<file path="src/rtl/spi_sb_sequencer_if.sv">
// System-bus connection between the SPI sequencer (master) and the SPI IP
// register file (slave): one access at a time, strobe held until acknowledge.
interface spi_sb_sequencer_if;
  logic [7:0] sb_adr_o;
  logic [7:0] sb_dat_o;
  logic       sb_we_o;
  logic       sb_stb_o;
  logic [7:0] sb_dat_i;
  logic       sb_ack_i;

  modport master (
    output sb_adr_o, sb_dat_o, sb_we_o, sb_stb_o,
    input  sb_dat_i, sb_ack_i
  );

  modport slave (
    input  sb_adr_o, sb_dat_o, sb_we_o, sb_stb_o,
    output sb_dat_i, sb_ack_i
  );
endinterface

</file>
<file path="src/rtl/spi_sb_sequencer.sv">
// Register-level sequencer for an SPI master IP on the system bus. It writes
// the configuration registers on request, and for a transfer asserts chip
// select, then per byte polls TRDY, writes TXDR, polls RRDY, reads RXDR and
// hands the byte out, finally releasing chip select. Status errors or a poll
// timeout release chip select and finish with err instead of done.
module spi_sb_sequencer #(
  parameter logic [3:0] SB_ID    = 4'b0001,
  parameter int         POLL_MAX = 255
) (
  input  logic                      sb_clk_i,
  input  logic                      spi_rst,
  spi_sb_sequencer_if.master        sb,
  input  logic                      cfg_req,
  input  logic [31:0]               cfg_data,
  input  logic                      xfer_req,
  input  logic [3:0]                xfer_len,
  input  logic [7:0]                xfer_csr,
  input  logic [7:0]                tx_data,
  input  logic                      tx_valid,
  output logic                      tx_ready,
  output logic [7:0]                rx_data,
  output logic                      rx_valid,
  input  logic                      rx_ready,
  output logic                      busy,
  output logic                      done,
  output logic                      err
);

  // Poll counter holds 0..POLL_MAX-1; reaching the last value on a miss is a timeout.
  localparam int PW = (POLL_MAX < 2) ? 1 : $clog2(POLL_MAX);
  localparam logic [PW-1:0] POLL_LAST = PW'(POLL_MAX - 1);

  localparam logic [3:0] OFS_CR0  = 4'h8;
  localparam logic [3:0] OFS_SR   = 4'hC;
  localparam logic [3:0] OFS_TXDR = 4'hD;
  localparam logic [3:0] OFS_RXDR = 4'hE;
  localparam logic [3:0] OFS_CSR  = 4'hF;

  localparam int SR_TRDY = 4;
  localparam int SR_RRDY = 3;
  localparam int SR_TOE  = 2;
  localparam int SR_ROE  = 1;
  localparam int SR_MDF  = 0;

  typedef enum logic [3:0] {
    ST_IDLE, ST_CFG, ST_CS_ON, ST_POLL_T, ST_WR_TX,
    ST_POLL_R, ST_RD_RX, ST_RX_OUT, ST_CS_OFF, ST_FIN
  } state_t;

  state_t        state_q, state_d;
  logic          stb_q, stb_d;
  logic          we_q, we_d;
  logic [7:0]    adr_q, adr_d;
  logic [7:0]    dat_q, dat_d;
  logic          gap_q, gap_d;
  logic [31:0]   cfg_q, cfg_d;
  logic [7:0]    csr_q, csr_d;
  logic [4:0]    rem_q, rem_d;
  logic [1:0]    idx_q, idx_d;
  logic [PW-1:0] poll_q, poll_d;
  logic          fail_q, fail_d;
  logic [7:0]    rx_data_q, rx_data_d;
  logic          rx_valid_q, rx_valid_d;
  logic          busy_q, busy_d;
  logic          done_q, done_d;
  logic          err_q, err_d;

  logic          bus_free;
  logic          ack;
  logic          acc_go;
  logic [3:0]    acc_ofs;
  logic [7:0]    acc_dat;
  logic          acc_we;

  function automatic logic sr_fault(input logic [7:0] sr);
    return sr[SR_TOE] | sr[SR_ROE] | sr[SR_MDF];
  endfunction

  // cfg_data is packed {CR0,CR1,CR2,BR}; idx 0 selects CR0.
  function automatic logic [7:0] cfg_byte(input logic [31:0] cfg, input logic [1:0] idx);
    case (idx)
      2'd0:    return cfg[31:24];
      2'd1:    return cfg[23:16];
      2'd2:    return cfg[15:8];
      default: return cfg[7:0];
    endcase
  endfunction

  // Next-state logic: sequence FSM plus the single-outstanding bus access engine.
  always_comb begin
    state_d    = state_q;
    stb_d      = stb_q;
    we_d       = we_q;
    adr_d      = adr_q;
    dat_d      = dat_q;
    gap_d      = 1'b0;
    cfg_d      = cfg_q;
    csr_d      = csr_q;
    rem_d      = rem_q;
    idx_d      = idx_q;
    poll_d     = poll_q;
    fail_d     = fail_q;
    rx_data_d  = rx_data_q;
    rx_valid_d = rx_valid_q;
    busy_d     = busy_q;
    done_d     = 1'b0;
    err_d      = 1'b0;
    tx_ready   = 1'b0;
    acc_go     = 1'b0;
    acc_ofs    = 4'h0;
    acc_dat    = 8'h00;
    acc_we     = 1'b0;

    // A new access may start only when strobe is low and the mandatory idle
    // cycle after the previous acknowledge has passed.
    bus_free = !stb_q && !gap_q;
    ack      = stb_q && sb.sb_ack_i;
    if (ack) begin
      stb_d = 1'b0;
      gap_d = 1'b1;
    end

    case (state_q)
      ST_IDLE: begin
        if (cfg_req) begin
          cfg_d   = cfg_data;
          idx_d   = 2'd0;
          fail_d  = 1'b0;
          busy_d  = 1'b1;
          state_d = ST_CFG;
        end else if (xfer_req) begin
          csr_d   = xfer_csr;
          rem_d   = {1'b0, xfer_len} + 5'd1;
          fail_d  = 1'b0;
          busy_d  = 1'b1;
          state_d = ST_CS_ON;
        end
      end
      ST_CFG: begin
        acc_go  = bus_free;
        acc_ofs = OFS_CR0 + {2'b00, idx_q};
        acc_dat = cfg_byte(cfg_q, idx_q);
        acc_we  = 1'b1;
        if (ack) begin
          if (idx_q == 2'd3) state_d = ST_FIN;
          else               idx_d   = idx_q + 2'd1;
        end
      end
      ST_CS_ON: begin
        acc_go  = bus_free;
        acc_ofs = OFS_CSR;
        acc_dat = csr_q;
        acc_we  = 1'b1;
        if (ack) begin
          poll_d  = '0;
          state_d = ST_POLL_T;
        end
      end
      ST_POLL_T: begin
        acc_go  = bus_free;
        acc_ofs = OFS_SR;
        if (ack) begin
          if (sr_fault(sb.sb_dat_i)) begin
            fail_d  = 1'b1;
            state_d = ST_CS_OFF;
          end else if (sb.sb_dat_i[SR_TRDY]) begin
            state_d = ST_WR_TX;
          end else if (poll_q == POLL_LAST) begin
            fail_d  = 1'b1;
            state_d = ST_CS_OFF;
          end else begin
            poll_d = poll_q + PW'(1);
          end
        end
      end
      ST_WR_TX: begin
        // Ready is raised only in the cycle the byte is taken onto the bus.
        tx_ready = bus_free && tx_valid;
        acc_go   = bus_free && tx_valid;
        acc_ofs  = OFS_TXDR;
        acc_dat  = tx_data;
        acc_we   = 1'b1;
        if (ack) begin
          poll_d  = '0;
          state_d = ST_POLL_R;
        end
      end
      ST_POLL_R: begin
        acc_go  = bus_free;
        acc_ofs = OFS_SR;
        if (ack) begin
          if (sr_fault(sb.sb_dat_i)) begin
            fail_d  = 1'b1;
            state_d = ST_CS_OFF;
          end else if (sb.sb_dat_i[SR_RRDY]) begin
            state_d = ST_RD_RX;
          end else if (poll_q == POLL_LAST) begin
            fail_d  = 1'b1;
            state_d = ST_CS_OFF;
          end else begin
            poll_d = poll_q + PW'(1);
          end
        end
      end
      ST_RD_RX: begin
        acc_go  = bus_free;
        acc_ofs = OFS_RXDR;
        if (ack) begin
          rx_data_d  = sb.sb_dat_i;
          rx_valid_d = 1'b1;
          state_d    = ST_RX_OUT;
        end
      end
      ST_RX_OUT: begin
        if (rx_valid_q && rx_ready) begin
          rx_valid_d = 1'b0;
          rem_d      = rem_q - 5'd1;
          if (rem_q == 5'd1) begin
            state_d = ST_CS_OFF;
          end else begin
            poll_d  = '0;
            state_d = ST_POLL_T;
          end
        end
      end
      ST_CS_OFF: begin
        acc_go  = bus_free;
        acc_ofs = OFS_CSR;
        acc_dat = 8'h00;
        acc_we  = 1'b1;
        if (ack) state_d = ST_FIN;
      end
      ST_FIN: begin
        done_d  = !fail_q;
        err_d   = fail_q;
        busy_d  = 1'b0;
        state_d = ST_IDLE;
      end
      default: state_d = ST_IDLE;
    endcase

    if (acc_go) begin
      stb_d = 1'b1;
      adr_d = {SB_ID, acc_ofs};
      dat_d = acc_dat;
      we_d  = acc_we;
    end
  end

  // State register; reset drops any access in flight without another bus cycle.
  always_ff @(posedge sb_clk_i) begin
    if (spi_rst) begin
      state_q    <= ST_IDLE;
      stb_q      <= 1'b0;
      we_q       <= 1'b0;
      adr_q      <= 8'h00;
      dat_q      <= 8'h00;
      gap_q      <= 1'b0;
      cfg_q      <= 32'h0;
      csr_q      <= 8'h00;
      rem_q      <= 5'd0;
      idx_q      <= 2'd0;
      poll_q     <= '0;
      fail_q     <= 1'b0;
      rx_data_q  <= 8'h00;
      rx_valid_q <= 1'b0;
      busy_q     <= 1'b0;
      done_q     <= 1'b0;
      err_q      <= 1'b0;
    end else begin
      state_q    <= state_d;
      stb_q      <= stb_d;
      we_q       <= we_d;
      adr_q      <= adr_d;
      dat_q      <= dat_d;
      gap_q      <= gap_d;
      cfg_q      <= cfg_d;
      csr_q      <= csr_d;
      rem_q      <= rem_d;
      idx_q      <= idx_d;
      poll_q     <= poll_d;
      fail_q     <= fail_d;
      rx_data_q  <= rx_data_d;
      rx_valid_q <= rx_valid_d;
      busy_q     <= busy_d;
      done_q     <= done_d;
      err_q      <= err_d;
    end
  end

  assign sb.sb_adr_o = adr_q;
  assign sb.sb_dat_o = dat_q;
  assign sb.sb_we_o  = we_q;
  assign sb.sb_stb_o = stb_q;
  assign rx_data     = rx_data_q;
  assign rx_valid    = rx_valid_q;
  assign busy        = busy_q;
  assign done        = done_q;
  assign err         = err_q;

endmodule

</file>
<file path="src/flat_wrapper.sv">
// flat-port wrapper written by rule: the top's interface ports become plain ports
module spi_sb_sequencer_flat 
#(
  parameter logic [3:0] SB_ID    = 4'b0001,
  parameter int         POLL_MAX = 255
)
  (sb_clk_i, spi_rst, cfg_req, cfg_data, xfer_req, xfer_len, xfer_csr, tx_data, tx_valid, tx_ready, rx_data, rx_valid, rx_ready, busy, done, err, sb_sb_adr_o, sb_sb_dat_o, sb_sb_we_o, sb_sb_stb_o, sb_sb_dat_i, sb_sb_ack_i);
  spi_sb_sequencer_if sb_i ();
  input  logic sb_clk_i;
  input  logic spi_rst;
  input  logic cfg_req;
  input  logic [31:0] cfg_data;
  input  logic xfer_req;
  input  logic [3:0] xfer_len;
  input  logic [7:0] xfer_csr;
  input  logic [7:0] tx_data;
  input  logic tx_valid;
  output logic tx_ready;
  output logic [7:0] rx_data;
  output logic rx_valid;
  input  logic rx_ready;
  output logic busy;
  output logic done;
  output logic err;
  output wire logic [$bits(sb_i.sb_adr_o)-1:0] sb_sb_adr_o;
  output wire logic [$bits(sb_i.sb_dat_o)-1:0] sb_sb_dat_o;
  output wire logic [$bits(sb_i.sb_we_o)-1:0] sb_sb_we_o;
  output wire logic [$bits(sb_i.sb_stb_o)-1:0] sb_sb_stb_o;
  input wire logic [$bits(sb_i.sb_dat_i)-1:0] sb_sb_dat_i;
  input wire logic [$bits(sb_i.sb_ack_i)-1:0] sb_sb_ack_i;
  assign sb_sb_adr_o = sb_i.sb_adr_o;
  assign sb_sb_dat_o = sb_i.sb_dat_o;
  assign sb_sb_we_o = sb_i.sb_we_o;
  assign sb_sb_stb_o = sb_i.sb_stb_o;
  assign sb_i.sb_dat_i = sb_sb_dat_i;
  assign sb_i.sb_ack_i = sb_sb_ack_i;
  spi_sb_sequencer #(.SB_ID(SB_ID), .POLL_MAX(POLL_MAX)) u_core (.sb_clk_i(sb_clk_i), .spi_rst(spi_rst), .sb(sb_i), .cfg_req(cfg_req), .cfg_data(cfg_data), .xfer_req(xfer_req), .xfer_len(xfer_len), .xfer_csr(xfer_csr), .tx_data(tx_data), .tx_valid(tx_valid), .tx_ready(tx_ready), .rx_data(rx_data), .rx_valid(rx_valid), .rx_ready(rx_ready), .busy(busy), .done(done), .err(err));
endmodule
</file>
<file path="config.mk">
export PLATFORM = sky130hd
export DESIGN_NAME = spi_sb_sequencer_flat
export DESIGN_NICKNAME = d
export VERILOG_FILES = /design/src/rtl/spi_sb_sequencer_if.sv /design/src/rtl/spi_sb_sequencer.sv /design/src/flat_wrapper.sv
export SDC_FILE = /design/constraint.sdc
export NUM_CORES = 1
export LEC_CHECK = 0
export ABC_AREA = 1
export CAP_MARGIN = 10
export CORE_ASPECT_RATIO = 1.5
export CORE_MARGIN = 2
export CORE_UTILIZATION = 46
export CTS_CLUSTER_DIAMETER = 40
export CTS_CLUSTER_SIZE = 24
export DETAILED_ROUTE_END_ITERATION = 12
export GPL_TIMING_DRIVEN = 0
export HOLD_SLACK_MARGIN = 0.05
export PLACE_DENSITY = 0.74
export SLEW_MARGIN = 0
export SYNTH_ARGS = -nofsm -noshare
export SYNTH_HDL_FRONTEND = slang
export SYNTH_SLANG_ARGS = --single-unit
</file>
<file path="constraint.sdc">
create_clock -name sb_clk_i -period 2.1 [get_ports sb_clk_i]
set_input_delay 0.315 -clock sb_clk_i [delete_from_list [all_inputs] [get_ports sb_clk_i]]
set_output_delay 0.315 -clock sb_clk_i [all_outputs]
set_load 0.01 [all_outputs]
</file>
* After elaboration in Yosys (flattened, before gate mapping)
Cells that the tools add are included.
** Word-level totals
- Bits of input ports :: 67
- Bits in registers :: 88
- Logic and storage cells :: 156
- Output and inout bits :: 31
** Operators by class
- Add/sub/neg operators :: 5
- Multiplexer cells :: 62
- Equality and inequality tests :: 36
- Bitwise logic cells :: 4
- Reductions and logical operators :: 32
** Operators by type and width (number)
- two-way mux 8 bit :: 10
- two-way mux 4 bit :: 17
- one-hot mux 8 bit (3 select lines) :: 2
- one-hot mux 4 bit (9 select lines) :: 1
- one-hot mux 8 bit (4 select lines) :: 1
- != test 2 x 1 -> 1 bit, second input constant :: 10
- one-hot mux 4 bit (5 select lines) :: 1
- AND reduction 10 bit :: 2
- two-way mux 1 bit :: 18
- != test 2 bit, second input constant :: 9
- equality test 4 x 3 -> 1 bit, second input constant :: 4
- two-way mux 5 bit :: 3
- one-hot mux 5 bit (2 select lines) :: 1
- nonzero test 2 bit :: 5
- adder 8 x 1 -> 8 bit, second input constant :: 1
- equality test 4 x 2 -> 1 bit, second input constant :: 2
- equality test 4 bit, second input constant :: 2
- equality test 8 bit, second input constant :: 1
- AND reduction 4 bit :: 2
- OR reduction 2 bit :: 4
- two-way mux 2 bit :: 3
- != test 3 x 2 -> 1 bit, second input constant :: 2
- one-hot mux 1 bit (2 select lines) :: 3
- AND reduction 2 bit :: 3
- 23 further kinds :: 32

* Longest topological paths before layout
Gate-level depths: netlist of the first run.
- Word-level depth :: 6
- Gate-level depth with buffers :: 13
- Mapped depth without buffers :: 13

* Worst setup path after synthesis of the first run
No wires, ideal clock.
- Path type :: reg2reg
- From :: register u_core.state_q[2]
- To :: register u_core.adr_q[1], in the netlist u_core.sb.sb_adr_o[1]
- Arrival :: 1.403 ns
- Stages on the path, launching flop included :: 9
- Setup slack :: 0.569 ns
- Period minus slack after synthesis :: 1.531 ns
- Buffers on the path :: 1
- Data required time :: 1.972 ns
- Setup time :: 0.128 ns
- Cells stage by stage :: dfxtp_1 nand2_2 nor2_2 nand2_1 nand4_2 nand2_2 buf_4 a21oi_1 nor2_1
** Between the ends
- Longest elaborated chain between the ends :: 3
- Elaborated cells between the ends (all ways) :: 12
- Classes of those cells :: eq/ne (7); mux (2); reduce/logical (3)
** Ends and longest elaborated chain
- from (decl) :: RTL line spi_sb_sequencer.sv:50 : state_t state_q, state_d;
- from (signal assigned) :: RTL line spi_sb_sequencer.sv:271 : state_q <= state_d;
- equality test 4 x 1 -> 1 bit (tied with other cells) :: RTL line spi_sb_sequencer.sv:123 : case (state_q)
- OR reduction 6 bit (no source line) / OR reduction 2 bit (equally long branches)
- one-hot mux 1 bit (2 select lines) / one-hot mux 4 bit (5 select lines) (equally long branches) :: RTL line spi_sb_sequencer.sv:123
- to (signal assigned) :: RTL line spi_sb_sequencer.sv:274 : adr_q <= adr_d;
- to (decl) :: RTL line spi_sb_sequencer.sv:53 : logic [7:0] adr_q, adr_d;
Parallel ways exist; a longest one is shown, timed or not.
A chain may end at the register's enable or synchronous reset.

* Worst setup path in the final report of the first run
- From :: register u_core.state_q[1]
- To :: output port tx_ready
** Between the ends
- Longest elaborated chain between the ends :: 2
** Ends and longest elaborated chain
- equality test 4 x 3 -> 1 bit :: RTL line spi_sb_sequencer.sv:123
- two-way mux 1 bit :: RTL line spi_sb_sequencer.sv:123
- to (decl) :: RTL line flat_wrapper.sv:18 : output logic tx_ready;
Every way passes these cells.

==> results of run 1 <==
worst max-delay path by stage:
| stage | end | slack, ns | depth (start not counted) |
|---|---|---|---|
| floorplan | u_core.sb.sb_adr_o[1] | 0.57 | 8 |
| global placement | tx_ready | -0.1 | 5 |
| detailed placement | tx_ready | -0.07 | 5 |
| CTS | tx_ready | 0.12 | 6 |
| global route | tx_ready | 0.03 | 6 |
| finish | tx_ready | 0.11 | 6 |
layout by cell type (no fill, tap or decap), drive strengths merged, types with 2 or more instances in the layout:
master           n
clkdlybuf4s50   93
conb             3
nand2          171
clkinvlp         2
dfxtp           88
nor2           136
nand4           15
inv             53
nand3           46
buf              7
a21oi           46
ha               9
clkbuf          29
xor2             4
xnor2            2
nand3b           2
o21ai           62
sequential cells by signal (all words and copies together) (netlist names):
register and count:
u_core.idx_q 2, u_core.sb.sb_adr_o 5, u_core.busy 1, u_core.rx_valid 1, u_core.rem_q 5, u_core.gap_q 1
u_core.rx_data 8, u_core.sb.sb_stb_o 1, u_core.csr_q 8, u_core.state_q 4, u_core.sb.sb_dat_o 8, u_core.sb.sb_we_o 1
u_core.fail_q 1, u_core.err 1, u_core.done 1, u_core.poll_q 8, u_core.cfg_q 32
area by class of cell:
cell class	instances	share of cell area (%)
buffer	25	1.94
clock buffer	10	4.12
clock inverter	6	1.23
inverter	51	3.32
multi-input combinational	502	40.2
sequential	88	30.4
tap	112	2.42
timing repair buffer	95	16.3
power by group:
part,switching [mW],total [mW],internal (mW),leakage [nW]
clock,0.703,1.67,0.967,0.146
combinational,1.30,2.09,0.788,1.56
sequential,0.278,2.37,2.10,0.720
timing repair:
action / CTS / global route
resized for setup: 2 / 0
setup endpoints to repair: 1 / 0
buffers inserted: 1 / 0
metrics by stage:
step | util (%) | instances | hold slack (ns) | cell area, sq um | setup slack, ns
2_1_floorplan | - | 666 | 0.391 | 4390 | 0.569
3_3_place_gp | 59.2 | 872 | 0.403 | 5470 | -0.0970
3_5_place_dp | 59.2 | 872 | 0.404 | 5470 | -0.0728
4_1_cts | 62.6 | 889 | 0.414 | 5800 | 0.120
5_1_grt | 62.6 | 889 | 0.423 | 5800 | 0.0336
6_report | 62.6 | 889 | 0.411 | 5800 | 0.113
layer usage:
layer,part of all wire [%],routed length [microns]
met5,0,0
met4,4.1,516
met3,4.0,506
met2,54,6790
met1,38,4870
logic make-up after synthesis:
family / count (synthesis) / share of synthesized area (%)
xor gates and xnor gates: 6 / 1.20
adders and majority gates: 9 / 2.57
buffers and inverters: 76 / 6.96
and+or+nand+nor: 372 / 35.9
AOI/OAI and AO/OA: 112 / 13.1
DFF: 88 / 40.2
other: 1 / 0.0855
==> flow_summary.toml, run 1 <==
[logic_synthesis]
ys.warnings.count = 0
synth_edf_count = 0
synth_sequential_area_ratio_pct = 40.2
syn-instance-count = 664
yosys.area.top_type_share_pct = 40.2
syn-mean-instance-area_sq_um = 6.60
top_area_cells_in_the_synthesized_netlist = "sky130_fd_sc_hd__dfxtp_1 (40%), sky130_fd_sc_hd__nand2_1 (14%), sky130_fd_sc_hd__nor2_1 (11%), sky130_fd_sc_hd__o21ai_0 (6.8%), sky130_fd_sc_hd__a21oi_1 (5.2%)"
post-synth-top-count-cell = "sky130_fd_sc_hd__nand2_1"
synthFlopType = "sky130_fd_sc_hd__dfxtp_1"
ys_ff_latch = 88
netlist_area_sq_um = 4390
synth_area_leader_cell = "sky130_fd_sc_hd__dfxtp_1"
synth_async_sr_flop_share_pct = 0
netlist_top_cells_count = "sky130_fd_sc_hd__nand2_1 (166), sky130_fd_sc_hd__nor2_1 (124), sky130_fd_sc_hd__dfxtp_1 (88)"
synth.distinct_cells = 32

[grt]
grt_util_met2_pct = 48.6
grtUsageMet1_pct = 26.2
track_usage_pct = 25.3
maximum_number_of_pins_on_one_net_before_global_route_repair = 17
top_usage_layer = "met2"
grt_first_pass_wirelength_microns = 20900
grt.overflow.total = 0
grt_antenna_before_repair = 0
grt_pass1_vias = 4635
grt_use_met3_pct = 3.64

[worst_setup_path]
cp_slowest_stage_delay_ns = 0.42
setup.worst_path.start_class = "register"
cp_num_buf_inv = 2
crit-reg2reg-capture = "u_core.csr_q[0]"
most_common_cell_on_crit_path = "sky130_fd_sc_hd__nand2_1"
critPathTopFamily = "simple AND/OR/NAND/NOR gates"
critPathArrivalTime_ns = 1.67
crit_path_top_delay_cell = "sky130_fd_sc_hd__dfxtp_1"
crit_path_start = "u_core.state_q[1]"
reg2reg_slack_ns = 0.18
r2r.worst_path.cells = 8
timing_worst_setup_path_type = "reg2out"
worst_setup_path_end_kind = "output port"
worstReg2RegStart = "u_core.state_q[2]"
path_max_fanout = 7
critical_path_cell_sequence = "inv_2 -> nand2_1 -> nor2_4 -> nand2_1 -> nor3_1 -> dlygate4sd2_1"
worst-endpoint-required_ns = 1.78

[timing]
period_share_pct = 94.6
hold_viol_final = 0
total_of_endpoints_with_negative_setup_slack_in_the_final_report = 0
worst-slew-pin-transition_ns = 0.612
rsz0062_at_grt = "no"
finalClockSkew_ns = 0.00647
final.setup.tns_ns = 0
final.min_clock_period_ns = 1.99
maxClockFrequency_ghz = 0.503
final_max_slew_viol_count = 0
timing.slew.headroom_pct = 59.2

[die]
die_area_sq_um = 10300
row_count = 43
floorplan.io_pins = 98
core_region_area_sq_um = 9250
fp.dieW_microns = 83.7
die_height_microns = 124
floorplan.initialDensity_pct = 47.4

[place]
dp_hpwl_microns = 9720
placement.io_buffers = 94
gp_congestion = 0.912

[clock_network]
cts-buffers-inserted = 9
ctsHtreeMaxLevel = 3
cts_tree = "built"
cts_hold_repair.buffers = 0
cts.sinks = 88
cts_root_buf = "sky130_fd_sc_hd__clkbuf_16"
clkSlewWorstSetupHoldPaths_ns = 0.06
clk-insertion-delay-late_ns = 0.34
clk_buf_depth = 2

[detailed_routing]
drt_iter0_markers = 233
ant_nets = 0
wl_microns = 12700
routed_wire_length_per_instance_microns = 14.3
drt-pass1-iter-count = 5
route.vias.total = 4673
vias_per_cell = 5.26
drc = 0

[run]
timing.max_cap.violations = 0

[final_layout]
num_antenna_cells = 0
num-fill-cells = 908
drive_above_1_share_pct = 6.95
area_delta_synth_final_pct = 32.2
sequential_cell_area_sq_um = 1760
multiInputGateArea_sq_um = 2330
finalNetCount = 848

[worst_hold_path]
min_delay_path_depth = 1
hold_path.class = "reg2reg"
worst_hold_startpoint = "u_core.fail_q"
worstHoldEndpoint = "u_core.done"

[power]
ir_worst_vdd_uv = 698
pwr_density_cell_nw_per_um2 = 1060
power.total_mw = 6.13
leak_pwr_nw = 2.43

[outcome]
status = "completed"
No activity file was read; power rests on OpenSTA's default activity.
==> run 2, diff against run 1 <==
--- a/config.mk
+++ b/config.mk
@@ -13,9 +13,10 @@
 export CTS_CLUSTER_DIAMETER = 40
 export CTS_CLUSTER_SIZE = 24
 export DETAILED_ROUTE_END_ITERATION = 12
+export DONT_BUFFER_PORTS = 1
 export GPL_TIMING_DRIVEN = 0
 export HOLD_SLACK_MARGIN = 0.05
-export PLACE_DENSITY = 0.74
+export REMOVE_ABC_BUFFERS = 1
 export SLEW_MARGIN = 0
 export SYNTH_ARGS = -nofsm -noshare
 export SYNTH_HDL_FRONTEND = slang
==> run 2 against run 1 <==
  * Setup slack improved by 0.023 ns
  * Global-route usage fell by 2.0 points
  * Clock skew fell by 0.0021 ns
  * Combinational power fell by 15%
  * Wire length fell by 5.8%
  * Register-to-register slack got worse by 0.04 ns
  * Critical endpoint is now u_core.sb.sb_adr_o[1]
  * Sequential power rose by 2%
  * Critical path depth rose by 3
  * Hold slack got worse by 0.30 ns
==> flow_summary.toml, run 2 (synthesis gave the netlist of run 1 again) <==
[worst_setup_path]
crit_path_top_delay_cell = "sky130_fd_sc_hd__dfxtp_1"
timing_worst_setup_path_type = "reg2reg"
cp_slowest_stage_delay_ns = 0.45
critical_path_cell_sequence = "inv_2 -> nor2_2 -> nand2_1 -> nand2_1 -> inv_2 -> nand4_2 -> nand2_4 -> a21oi_1 -> nor2_1"
setup.worst_path.start_class = "register"
path_max_fanout = 15
worst-endpoint-required_ns = 2.33
worst_setup_path_end_kind = "register"
critPathArrivalTime_ns = 2.20

[timing]
worst-slew-pin-transition_ns = 1.05
hold_viol_final = 0
whs_ns = 0.110
total_of_endpoints_with_negative_setup_slack_in_the_final_report = 0
finalClockSkew_ns = 0.00439
layout_setup_ws_ns = 0.136
timing.slew.headroom_pct = 29.9
period_share_pct = 93.5
rsz0062_at_grt = "yes"
final.setup.tns_ns = 0
final_max_slew_viol_count = 0
maxClockFrequency_ghz = 0.509
final.min_clock_period_ns = 1.96

[power]
leak_pwr_nw = 2.05
share_comb_of_total_power_pct = 30.8
internal_power_mw = 3.57
power_frac_clock_pct = 27.3
p_sw_share_pct = 37.9
ir_worst_vdd_uv = 599
pwr_density_cell_nw_per_um2 = 1200
reg_power_share_pct = 41.9
switching_power_mw = 2.18

[outcome]
status = "completed"

[die]
floorplan.io_pins = 98
core_region_area_sq_um = 9250
die_height_microns = 124
fp.dieW_microns = 83.7
floorplan.initialDensity_pct = 47.4
row_count = 43
die_area_sq_um = 10300

[clock_network]
cts.sinks = 88
clk-insertion-delay-late_ns = 0.34
cts_root_buf = "sky130_fd_sc_hd__clkbuf_16"
cts-buffers-inserted = 9
clkSlewWorstSetupHoldPaths_ns = 0.06
ctsHtreeMaxLevel = 3
clk_buf_depth = 2
cts_tree = "built"

[final_layout]
drive_above_1_share_pct = 8.32
num-fill-cells = 957
post_route_cell_area_sq_um = 4810
final_cell_mix = "sky130_fd_sc_hd__nand2_1 (165), sky130_fd_sc_hd__nor2_1 (122), sky130_fd_sc_hd__dfxtp_1 (88)"
final_common_cell = "sky130_fd_sc_hd__nand2_1"
max_flop_register = "u_core.cfg_q"
largest_register_ffs = 32
finalNetCount = 733
num_antenna_cells = 0
area_delta_synth_final_pct = 9.79

[grt]
grt.overflow.total = 0
maximum_number_of_pins_on_one_net_before_global_route_repair = 35
grt_pass1_vias = 3994
track_usage_pct = 23.3
grt_antenna_before_repair = 0
grt_first_pass_wirelength_microns = 18900

[detailed_routing]
drt_iter0_markers = 226
routed_wire_length_per_instance_microns = 15.5
drt-pass1-iter-count = 5
wl_microns = 12000
vias_per_cell = 5.36
route.vias.total = 4145
ant_nets = 0
drc = 0

[place]
placement.setup.worst_slack_ns = -0.928
gp_congestion = 0.891
dp_hpwl_microns = 8440
place_area_sq_um = 4450
placement.io_buffers = 0

[run]
timing.max_cap.violations = 0

[worst_hold_path]
hold_path.class = "in2reg"
==> run 2: changes by cell type in the layout (fill, tap and decap cells not counted), moves of 2 or more <==
cell / change
sky130_fd_sc_hd__clkdlybuf4s50_1: -93
sky130_fd_sc_hd__clkbuf_1: -18
sky130_fd_sc_hd__buf_4: -5
sky130_fd_sc_hd__clkinv_2: +3
sky130_fd_sc_hd__inv_6: -3
sky130_fd_sc_hd__clkinvlp_4: -2
sky130_fd_sc_hd__nor2_1: -2
sky130_fd_sc_hd__nor2_2: +2
==> run 2: stage by stage <==
step | power [mW] | std cells | util (%)
floorplan | 3.63 | 641 | -
global placement | 4.08 | 753 | 47.8
detailed placement | 4.12 | 754 | 48.1
CTS | 5.77 | 773 | 51.8
global route | 6.12 | 773 | 52.0
finish | 5.76 | 773 | 52.0
==> run 2: critical path: cells and delay by family, from the launching register on <==
kind / cells / cell delay, ns
buffers and inverters: 2 / 0.16
AND/OR/NAND/NOR: 6 / 1.06
flip-flops: 1 / 0.45
AO/OA/AOI/OAI: 1 / 0.19
==> run 2: path summary, 6_finish.rpt <==
| path | start | to | slack, ns | depth (start not counted) |
|---|---|---|---|---|
| setup reg to reg | u_core.state_q[2] | u_core.sb.sb_adr_o[1] | 0.14 | 9 |
| hold reg to reg | u_core.fail_q | u_core.done | 0.41 | 1 |
| hold / removal | cfg_data[21] | u_core.cfg_q[21] | 0.11 | 2 |
| setup / recovery | u_core.state_q[2] | u_core.sb.sb_adr_o[1] | 0.14 | 9 |
==> run 2: what timing repair did <==
| action | in CTS | in global routing |
|---|---|---|
| pin swaps | 1 | 0 |
| endpoints found under the setup margin | 41 | 23 |
| gates resized for setup | 3 | 6 |
| endpoints found under the hold margin | 30 | 0 |
| setup buffers | 1 | 0 |
| cloned | 1 | 0 |
| hold buffers | 2 | 0 |
==> run 2: power groups by stage <==
stage	Combinational (mW)	Clock (mW)	Sequential [mW]
after detailed placement	1.69	0	2.44
after global placement	1.65	0	2.44
final	1.77	1.57	2.41
after floorplan	1.27	0	2.36
after global routing	2.01	1.66	2.45
after CTS	1.76	1.61	2.41
==> run 2: cell type report <==
class,count,area [sq um],share of cell area [%]
repair buffers,4,65.1,1.35
flip-flops and latches,88,1760,36.6
multi-input cells,503,2360,49.1
inverters,51,195,4.05
clock buffers,11,243,5.04
well taps,112,140,2.91
clock inverters,4,45.0,0.936
==> run 2: per-layer routing <==
metal	wire (microns)	share of wire (%)	vias to the layer above	track usage (%)
li1	-	-	2116	-
met1	4650	39	1901	24.8
met2	6310	53	103	43.8
met3	577	4.8	25	4.31
met4	417	3.5	0	11.8
met5	0	0	-	0
